`src/rtl/alu_serial_ctrl_if.sv`:
```
// Issue-side bus of the bit-serial ALU sequencer: request (start/op/a/b)
// from the issue stage, status and registered results back from the sequencer.
interface alu_serial_ctrl_if #(
   parameter int WIDTH = 8
);
   logic             start;
   logic [2:0]       op;
   logic [WIDTH-1:0] a;
   logic [WIDTH-1:0] b;
   logic             busy;
   logic             done;
   logic [WIDTH-1:0] result;
   logic             carry;
   logic             zero;
   logic             overflow;

   modport master (
      output start, op, a, b,
      input  busy, done, result, carry, zero, overflow
   );

   modport slave (
      input  start, op, a, b,
      output busy, done, result, carry, zero, overflow
   );
endinterface

```
`src/rtl/alu_serial_ctrl.sv`:
```
// Bit-serial ALU sequencer: steps one alu_1bit slice over the operands LSB
// first, rippling carry through a register, and publishes result/flags once
// per operation. Optional feature macro: ALU_SERIAL_SLT_EN (op 111 = SLT).

// One-bit ALU slice. op[1:0]: 00 AND, 01 OR, 10 ADD (op[2] inverts b for SUB),
// 11 unsupported unless SLT is enabled, where 111 runs the subtract path.
module alu_1bit (
   input  logic       a,
   input  logic       b,
   input  logic       cin,
   input  logic [2:0] op,
   output logic       r,
   output logic       cout
);
   logic bx;

   // slice function select
   always_comb begin
      r    = 1'b0;
      cout = 1'b0;
      bx   = b ^ op[2];
      case (op[1:0])
         2'b00: r = a & b;
         2'b01: r = a | b;
         2'b10: begin
            r    = a ^ bx ^ cin;
            cout = (a & bx) | (a & cin) | (bx & cin);
         end
         default: begin
`ifdef ALU_SERIAL_SLT_EN
            if (op[2]) begin
               r    = a ^ bx ^ cin;
               cout = (a & bx) | (a & cin) | (bx & cin);
            end
`endif
         end
      endcase
   end
endmodule

module alu_serial_ctrl #(
   parameter int WIDTH = 8
) (
   input logic            clk,
   input logic            rst_n,
   alu_serial_ctrl_if.slave bus
);
   localparam int IW = $clog2(WIDTH);

   typedef enum logic [1:0] {IDLE, RUN, DONE} state_t;

   state_t           state, state_nxt;
   logic [WIDTH-1:0] a_q, b_q, sh_q, sh_nxt, res_fin, result_q;
   logic [2:0]       op_q;
   logic [IW-1:0]    idx;
   logic             cr;
   logic             s_r, s_co;
   logic             accept, last;
   logic             ovf_fin;
   logic             carry_q, zero_q, ovf_q;

   assign accept = bus.start && (state != RUN);
   assign last   = (state == RUN) && (idx == IW'(WIDTH - 1));

   alu_1bit u_slice (
      .a    (a_q[idx]),
      .b    (b_q[idx]),
      .cin  (cr),
      .op   (op_q),
      .r    (s_r),
      .cout (s_co)
   );

   // next-state logic
   always_comb begin
      state_nxt = state;
      case (state)
         IDLE:    if (bus.start) state_nxt = RUN;
         RUN:     if (last) state_nxt = DONE;
         DONE:    state_nxt = bus.start ? RUN : IDLE;
         default: state_nxt = IDLE;
      endcase
   end

   // final-bit assembly; carry into the MSB is still in cr on the last cycle
   always_comb begin
      sh_nxt      = sh_q;
      sh_nxt[idx] = s_r;
      res_fin     = sh_nxt;
      ovf_fin     = (op_q[1:0] == 2'b10) ? (cr ^ s_co) : 1'b0;
`ifdef ALU_SERIAL_SLT_EN
      if (op_q == 3'b111) begin
         res_fin    = '0;
         res_fin[0] = sh_nxt[WIDTH-1] ^ cr ^ s_co;
         ovf_fin    = 1'b0;
      end
`endif
   end

   // state register
   always_ff @(posedge clk or negedge rst_n) begin
      if (!rst_n) state <= IDLE;
      else        state <= state_nxt;
   end

   // operand capture and per-bit stepping
   always_ff @(posedge clk or negedge rst_n) begin
      if (!rst_n) begin
         a_q  <= '0;
         b_q  <= '0;
         op_q <= '0;
         idx  <= '0;
         cr   <= 1'b0;
         sh_q <= '0;
      end else if (accept) begin
         a_q  <= bus.a;
         b_q  <= bus.b;
         op_q <= bus.op;
         idx  <= '0;
         cr   <= bus.op[2];
         sh_q <= '0;
      end else if (state == RUN) begin
         sh_q <= sh_nxt;
         cr   <= s_co;
         idx  <= last ? '0 : idx + IW'(1);
      end
   end

   // published result and flags, updated only on entry to DONE
   always_ff @(posedge clk or negedge rst_n) begin
      if (!rst_n) begin
         result_q <= '0;
         carry_q  <= 1'b0;
         zero_q   <= 1'b0;
         ovf_q    <= 1'b0;
      end else if (last) begin
         result_q <= res_fin;
         carry_q  <= s_co;
         zero_q   <= ~|res_fin;
         ovf_q    <= ovf_fin;
      end
   end

   assign bus.busy     = (state == RUN);
   assign bus.done     = (state == DONE);
   assign bus.result   = result_q;
   assign bus.carry    = carry_q;
   assign bus.zero     = zero_q;
   assign bus.overflow = ovf_q;
endmodule

```
`src/flat_wrapper.sv`:
```
// flat-port wrapper written by rule: the top's interface ports become plain ports
module alu_serial_ctrl_flat 
#(
   parameter int WIDTH = 8
)
  (clk, rst_n, bus_start, bus_op, bus_a, bus_b, bus_busy, bus_done, bus_result, bus_carry, bus_zero, bus_overflow);
  alu_serial_ctrl_if #(.WIDTH(WIDTH)) bus_i ();
  input logic clk;
  input logic rst_n;
  input wire logic [$bits(bus_i.start)-1:0] bus_start;
  input wire logic [$bits(bus_i.op)-1:0] bus_op;
  input wire logic [$bits(bus_i.a)-1:0] bus_a;
  input wire logic [$bits(bus_i.b)-1:0] bus_b;
  output wire logic [$bits(bus_i.busy)-1:0] bus_busy;
  output wire logic [$bits(bus_i.done)-1:0] bus_done;
  output wire logic [$bits(bus_i.result)-1:0] bus_result;
  output wire logic [$bits(bus_i.carry)-1:0] bus_carry;
  output wire logic [$bits(bus_i.zero)-1:0] bus_zero;
  output wire logic [$bits(bus_i.overflow)-1:0] bus_overflow;
  assign bus_i.start = bus_start;
  assign bus_i.op = bus_op;
  assign bus_i.a = bus_a;
  assign bus_i.b = bus_b;
  assign bus_busy = bus_i.busy;
  assign bus_done = bus_i.done;
  assign bus_result = bus_i.result;
  assign bus_carry = bus_i.carry;
  assign bus_zero = bus_i.zero;
  assign bus_overflow = bus_i.overflow;
  alu_serial_ctrl #(.WIDTH(WIDTH)) u_core (.clk(clk), .rst_n(rst_n), .bus(bus_i));
endmodule
```
`config.mk`:
```
export PLATFORM = sky130hd
export DESIGN_NAME = alu_serial_ctrl_flat
export DESIGN_NICKNAME = d
export VERILOG_FILES = /design/src/rtl/alu_serial_ctrl_if.sv /design/src/rtl/alu_serial_ctrl.sv /design/src/flat_wrapper.sv
export SDC_FILE = /design/constraint.sdc
export NUM_CORES = 1
export LEC_CHECK = 0
export CAP_MARGIN = 40
export CORE_MARGIN = 2
export CORE_UTILIZATION = 50
export CTS_BUF_LIST = sky130_fd_sc_hd__clkbuf_16
export DETAILED_ROUTE_END_ITERATION = 8
export HOLD_SLACK_MARGIN = 0.03
export MAX_ROUTING_LAYER = met4
export PLACE_DENSITY = 0.75
export RECOVER_POWER = 100
export REMOVE_ABC_BUFFERS = 1
export SYNTH_ARGS = -nofsm -noshare
export SYNTH_HDL_FRONTEND = slang
export SYNTH_SLANG_ARGS = --single-unit
```
`constraint.sdc`:
```
create_clock -name clk -period 3.65 [get_ports clk]
set_clock_uncertainty 0.1 [all_clocks]
set_input_delay 0.5475 -clock clk [delete_from_list [all_inputs] [get_ports clk]]
set_output_delay 0.5475 -clock clk [all_outputs]
set_load 0.02 [all_outputs]
```
==> impl_results.rst, run 1 <==
.. list-table::
   :header-rows: 1

   * - Metric
     - Value
   * - Headroom to the max-slew limit
     - 22.8%
   * - Max Transition Viols Final
     - 0
   * - Gr ovfl total
     - 0
   * - Class of the tightest hold or removal check
     - in2async
   * - Register-to-register setup slack
     - 0.43 ns
   * - Proportion of register bits with asynchronous set or reset after synthesis
     - 100%
   * - Largest net degree at the start of global routing
     - 24
   * - Synth-to-Final Area Change
     - 22.4%
   * - Share of the synthesized area in the top cell type
     - 49.0%
   * - Placed wire-length estimate after detailed placement
     - 3130 um
   * - Clock insertion delay at the later pin of the skew report
     - 0.28 ns
   * - Final core utilization
     - 63.2%
   * - Startpoint types
     - flip-flop
   * - Number of violations of the max-capacitance limit
     - 0
   * - Internal power contribution
     - 0.00154 W
   * - Via count of the first global-routing pass
     - 1,680
   * - CTS Buf Count
     - 5
   * - Leakage power of the design
     - 1.21 nW
   * - Net load switching power
     - 0.00103 W
   * - Initial cell density of the core
     - 51.6%
   * - Root Driver
     - sky130_fd_sc_hd__clkbuf_16
   * - Via count
     - 1,647
   * - TritonCTS clock tree
     - yes
   * - GRT Util Overall
     - 20.2%
   * - Area of the die
     - 5050 sq um
   * - Share of total power in the clock network
     - 16.5%
   * - Buffers inserted during post-CTS setup optimization
     - 0
   * - Sink count of the clock tree
     - 44
   * - Max Root-Sink Buffers
     - 2
   * - Post-layout worst setup margin
     - 0.430 ns
   * - Post-route total power
     - 0.00257 W
   * - Top cell type by total area after synthesis
     - sky130_fd_sc_hd__dfrtp_1
   * - Total standard cell area after synthesis
     - 2250 sq um
   * - Violation count after the first detailed-route iteration
     - 118
   * - Relative contribution of combinational cells to total power
     - 49.1%
   * - TritonRoute pass-1 iters
     - 4
   * - Commonest non-fill, non-tap cell in the layout
     - sky130_fd_sc_hd__dfrtp_1
   * - Highest-count cells in the layout ignoring fill and taps
     - sky130_fd_sc_hd__dfrtp_1, sky130_fd_sc_hd__nand2_1, sky130_fd_sc_hd__clkdlybuf4s50_1
   * - Remaining design rule violation count
     - 0
   * - Number of nets with antenna violations after routing
     - 0
   * - Actual transition at the worst max-transition pin
     - 1.16 ns
   * - Endpoint arrival time on the critical path
     - 3.34 ns
   * - Antenna violations before repair
     - 0
   * - Htree depth
     - 2
   * - Yosys Warn Count
     - 0
   * - Setup Crit Path Kind
     - reg2reg
   * - Mean Syn Cell Area
     - 10.9 sq um
   * - Endpoints failing hold
     - 0
   * - Final Critical Period
     - 3.22 ns
   * - Ports placed on the boundary
     - 35
   * - Critical register-to-register path startpoint
     - u_core.idx[2]$_DFFE_PN0P_
   * - Setup Total Neg Slack
     - 0 ns
   * - Share of the clock period used by the worst path
     - 88.2%
   * - Count of cells along the worst register-to-register path
     - 9
   * - Antenna diode count
     - 0
   * - Required time of the critical path
     - 3.77 ns
   * - Combined area of the multi-input logic cells
     - 1060 sq um
   * - Sw frac
     - 40.1%
   * - Chip width
     - 71.1 um
   * - Unrepaired setup endpoints after global routing
     - no
   * - Maximum fanout count along the critical path
     - 18
   * - Flops & latches, synth
     - 44
   * - Endpoint of the lowest-slack register-to-register path
     - u_core.sh_q[3]$_DFFE_PN0P_
   * - Setup-violating endpoint count in the final report
     - 0
   * - Global placer's final weighted congestion
     - 0.937
   * - Kind of end point of the critical path
     - flip-flop
   * - Dominant register cell in the synthesized netlist
     - sky130_fd_sc_hd__dfrtp_1
   * - Clock slew at reported path FFs
     - 0.06 ns
   * - Sequential power share
     - 34.5%
   * - Number of enable flip-flop cells after synthesis
     - 0
   * - Total Routed Length
     - 4300 um
   * - Number of buffers inserted by hold repair at cts
     - 0
   * - Number of port buffers
     - 34
   * - Maximum clock frequency
     - 311 MHz
   * - Number of resized instances in the post-cts repair step
     - 0
   * - Die height
     - 71.1 um
   * - Detailed-route vias per instance
     - 5.60
   * - WL/cell
     - 14.6 um
   * - Proportion of layout cells with a drive suffix above 1
     - 13.6%
   * - Worst slack at placement
     - 0.476 ns
   * - Std cell rows
     - 24
   * - Distinct cell type count of the synthesized netlist
     - 39
   * - Sequential cell area
     - 1100 sq um
   * - Fraction of the yosys area taken by sequential cells
     - 49.0%
   * - Outcome
     - completed
   * - Number of fill cells
     - 359
   * - Largest cells by area after synthesis
     - sky130_fd_sc_hd__dfrtp_1, sky130_fd_sc_hd__mux2_2, sky130_fd_sc_hd__mux2i_1, sky130_fd_sc_hd__nand2_1, sky130_fd_sc_hd__o21ai_1
   * - Final-stage net count
     - 266
   * - Number of standard cells after synthesis
     - 207
   * - Maximum resistive drop on vdd
     - 0.426 mV
   * - Floorplan Core Area
     - 4350 sq um
   * - Global-route wire length before repair
     - 7820 um
   * - Power Dens Cells
     - 933 nW/um^2
registers in the layout (all words and copies together) (netlist names):
register and count:
u_core.bus.overflow 1, u_core.state 2, u_core.op_q 3, u_core.sh_q 8, u_core.bus.carry 1, u_core.a_q 8
u_core.bus.result 8, u_core.idx 3, u_core.bus.zero 1, u_core.cr 1, u_core.b_q 8
cells by family (layout without fill, tap and decap cells):
logic type      count (synthesis)  after routing  synth area share (%)
simple gates                   54             54                  11.7
compound gates                 50             50                  14.6
flops                          44             44                  49.0
mux                            34             34                  17.9
buf+inv                        20             55                  4.06
fa+ha+maj                       3              3                  2.00
xor+xnor                        2              2                 0.779
layer usage:
metal  share of wire (%)  global-route usage (%)  wire length (um)  vias to the layer above
met1                  47                    27.3              2010                      775
met4                 1.2                    5.66                52                        0
met5                   0                       -                 0                        -
met3                 5.4                    4.42               233                        8
met2                  46                    30.9              2000                       52
li1                    -                       -                 -                      812
metrics by stage:
| stage | area (sq um) | cells | hold WS [ns] |
|---|---|---|---|
| floorplan | 2190 | 196 | 0.152 |
| global placement | 2610 | 285 | 0.367 |
| detailed placement | 2640 | 286 | 0.375 |
| CTS | 2780 | 294 | 0.160 |
| global route | 2750 | 294 | 0.409 |
| finish | 2750 | 294 | 0.366 |
cells in the mapped netlist, types with 2 or more instances:
cell type	n
sky130_fd_sc_hd__dfrtp_1	44
sky130_fd_sc_hd__nand2_1	22
sky130_fd_sc_hd__mux2_2	19
sky130_fd_sc_hd__mux2i_1	12
sky130_fd_sc_hd__o21ai_1	10
sky130_fd_sc_hd__nor2_1	9
sky130_fd_sc_hd__o21ai_0	9
sky130_fd_sc_hd__clkbuf_1	8
sky130_fd_sc_hd__inv_1	8
sky130_fd_sc_hd__a21oi_1	6
sky130_fd_sc_hd__a22o_1	5
sky130_fd_sc_hd__nand2b_1	5
sky130_fd_sc_hd__o31ai_1	5
sky130_fd_sc_hd__nand3b_1	4
sky130_fd_sc_hd__a31oi_1	3
sky130_fd_sc_hd__nand3_1	3
sky130_fd_sc_hd__nor2b_1	3
sky130_fd_sc_hd__nor3_1	3
sky130_fd_sc_hd__o22ai_1	3
sky130_fd_sc_hd__buf_6	2
sky130_fd_sc_hd__ha_1	2
sky130_fd_sc_hd__mux4_2	2
sky130_fd_sc_hd__o41ai_1	2
sky130_fd_sc_hd__or2_1	2
sky130_fd_sc_hd__xor2_1	2
cell type report:
class	count	share of cell area [%]
clock buffer	5	4.55
clock inverter	3	0.500
inverter	9	1.23
multi-input combinational	143	38.4
sequential	44	40.0
tap	52	2.36
timing repair buffer	38	13.0
power groups by stage:
stage	Combinational [W]	Clock [W]	Sequential, W
2_1_floorplan	0.000900	0	0.000908
3_3_place_gp	0.00127	0	0.000887
3_5_place_dp	0.00130	0	0.000896
4_1_cts	0.00130	0.000435	0.000888
5_1_grt	0.00141	0.000459	0.000919
6_report	0.00126	0.000422	0.000885
critical path, stage by stage (launching register included):
cell,delay [ns]
sky130_fd_sc_hd__dfrtp_1,0.60
sky130_fd_sc_hd__nor3_1,0.48
sky130_fd_sc_hd__o2bb2ai_1,0.19
sky130_fd_sc_hd__a21oi_1,0.09
sky130_fd_sc_hd__xor2_1,0.18
sky130_fd_sc_hd__fa_1,0.43
sky130_fd_sc_hd__nor2_1,0.33
sky130_fd_sc_hd__or2_1,0.38
sky130_fd_sc_hd__and2_4,0.24
sky130_fd_sc_hd__a22o_1,0.14
how the worst max path moves through the flow:
stage,from,end,cells after the start
2_1_floorplan,u_core.idx[0]$_DFFE_PN0P_,u_core.sh_q[0]$_DFFE_PN0P_,9
3_3_place_gp,u_core.idx[2]$_DFFE_PN0P_,u_core.sh_q[2]$_DFFE_PN0P_,9
3_5_place_dp,u_core.idx[2]$_DFFE_PN0P_,u_core.sh_q[1]$_DFFE_PN0P_,9
4_1_cts,u_core.idx[2]$_DFFE_PN0P_,u_core.sh_q[3]$_DFFE_PN0P_,9
5_1_grt,u_core.idx[2]$_DFFE_PN0P_,u_core.bus.result[3]$_DFFE_PN0P_,9
6_report,u_core.idx[2]$_DFFE_PN0P_,u_core.sh_q[3]$_DFFE_PN0P_,9
Power figures use the tool's default switching activity.
==> run 2, diff against run 1 <==
- ABC_CLOCK_PERIOD_IN_PS: default -> 3650
==> results of run 2 <==
No change in the layout: final DEF, timing and power equal those of run 1.
==> run 3, diff against run 2 <==
- HOLD_SLACK_MARGIN: 0.03 -> 0.1
==> results of run 3 <==
No change in the layout: final DEF, timing and power equal those of run 1.
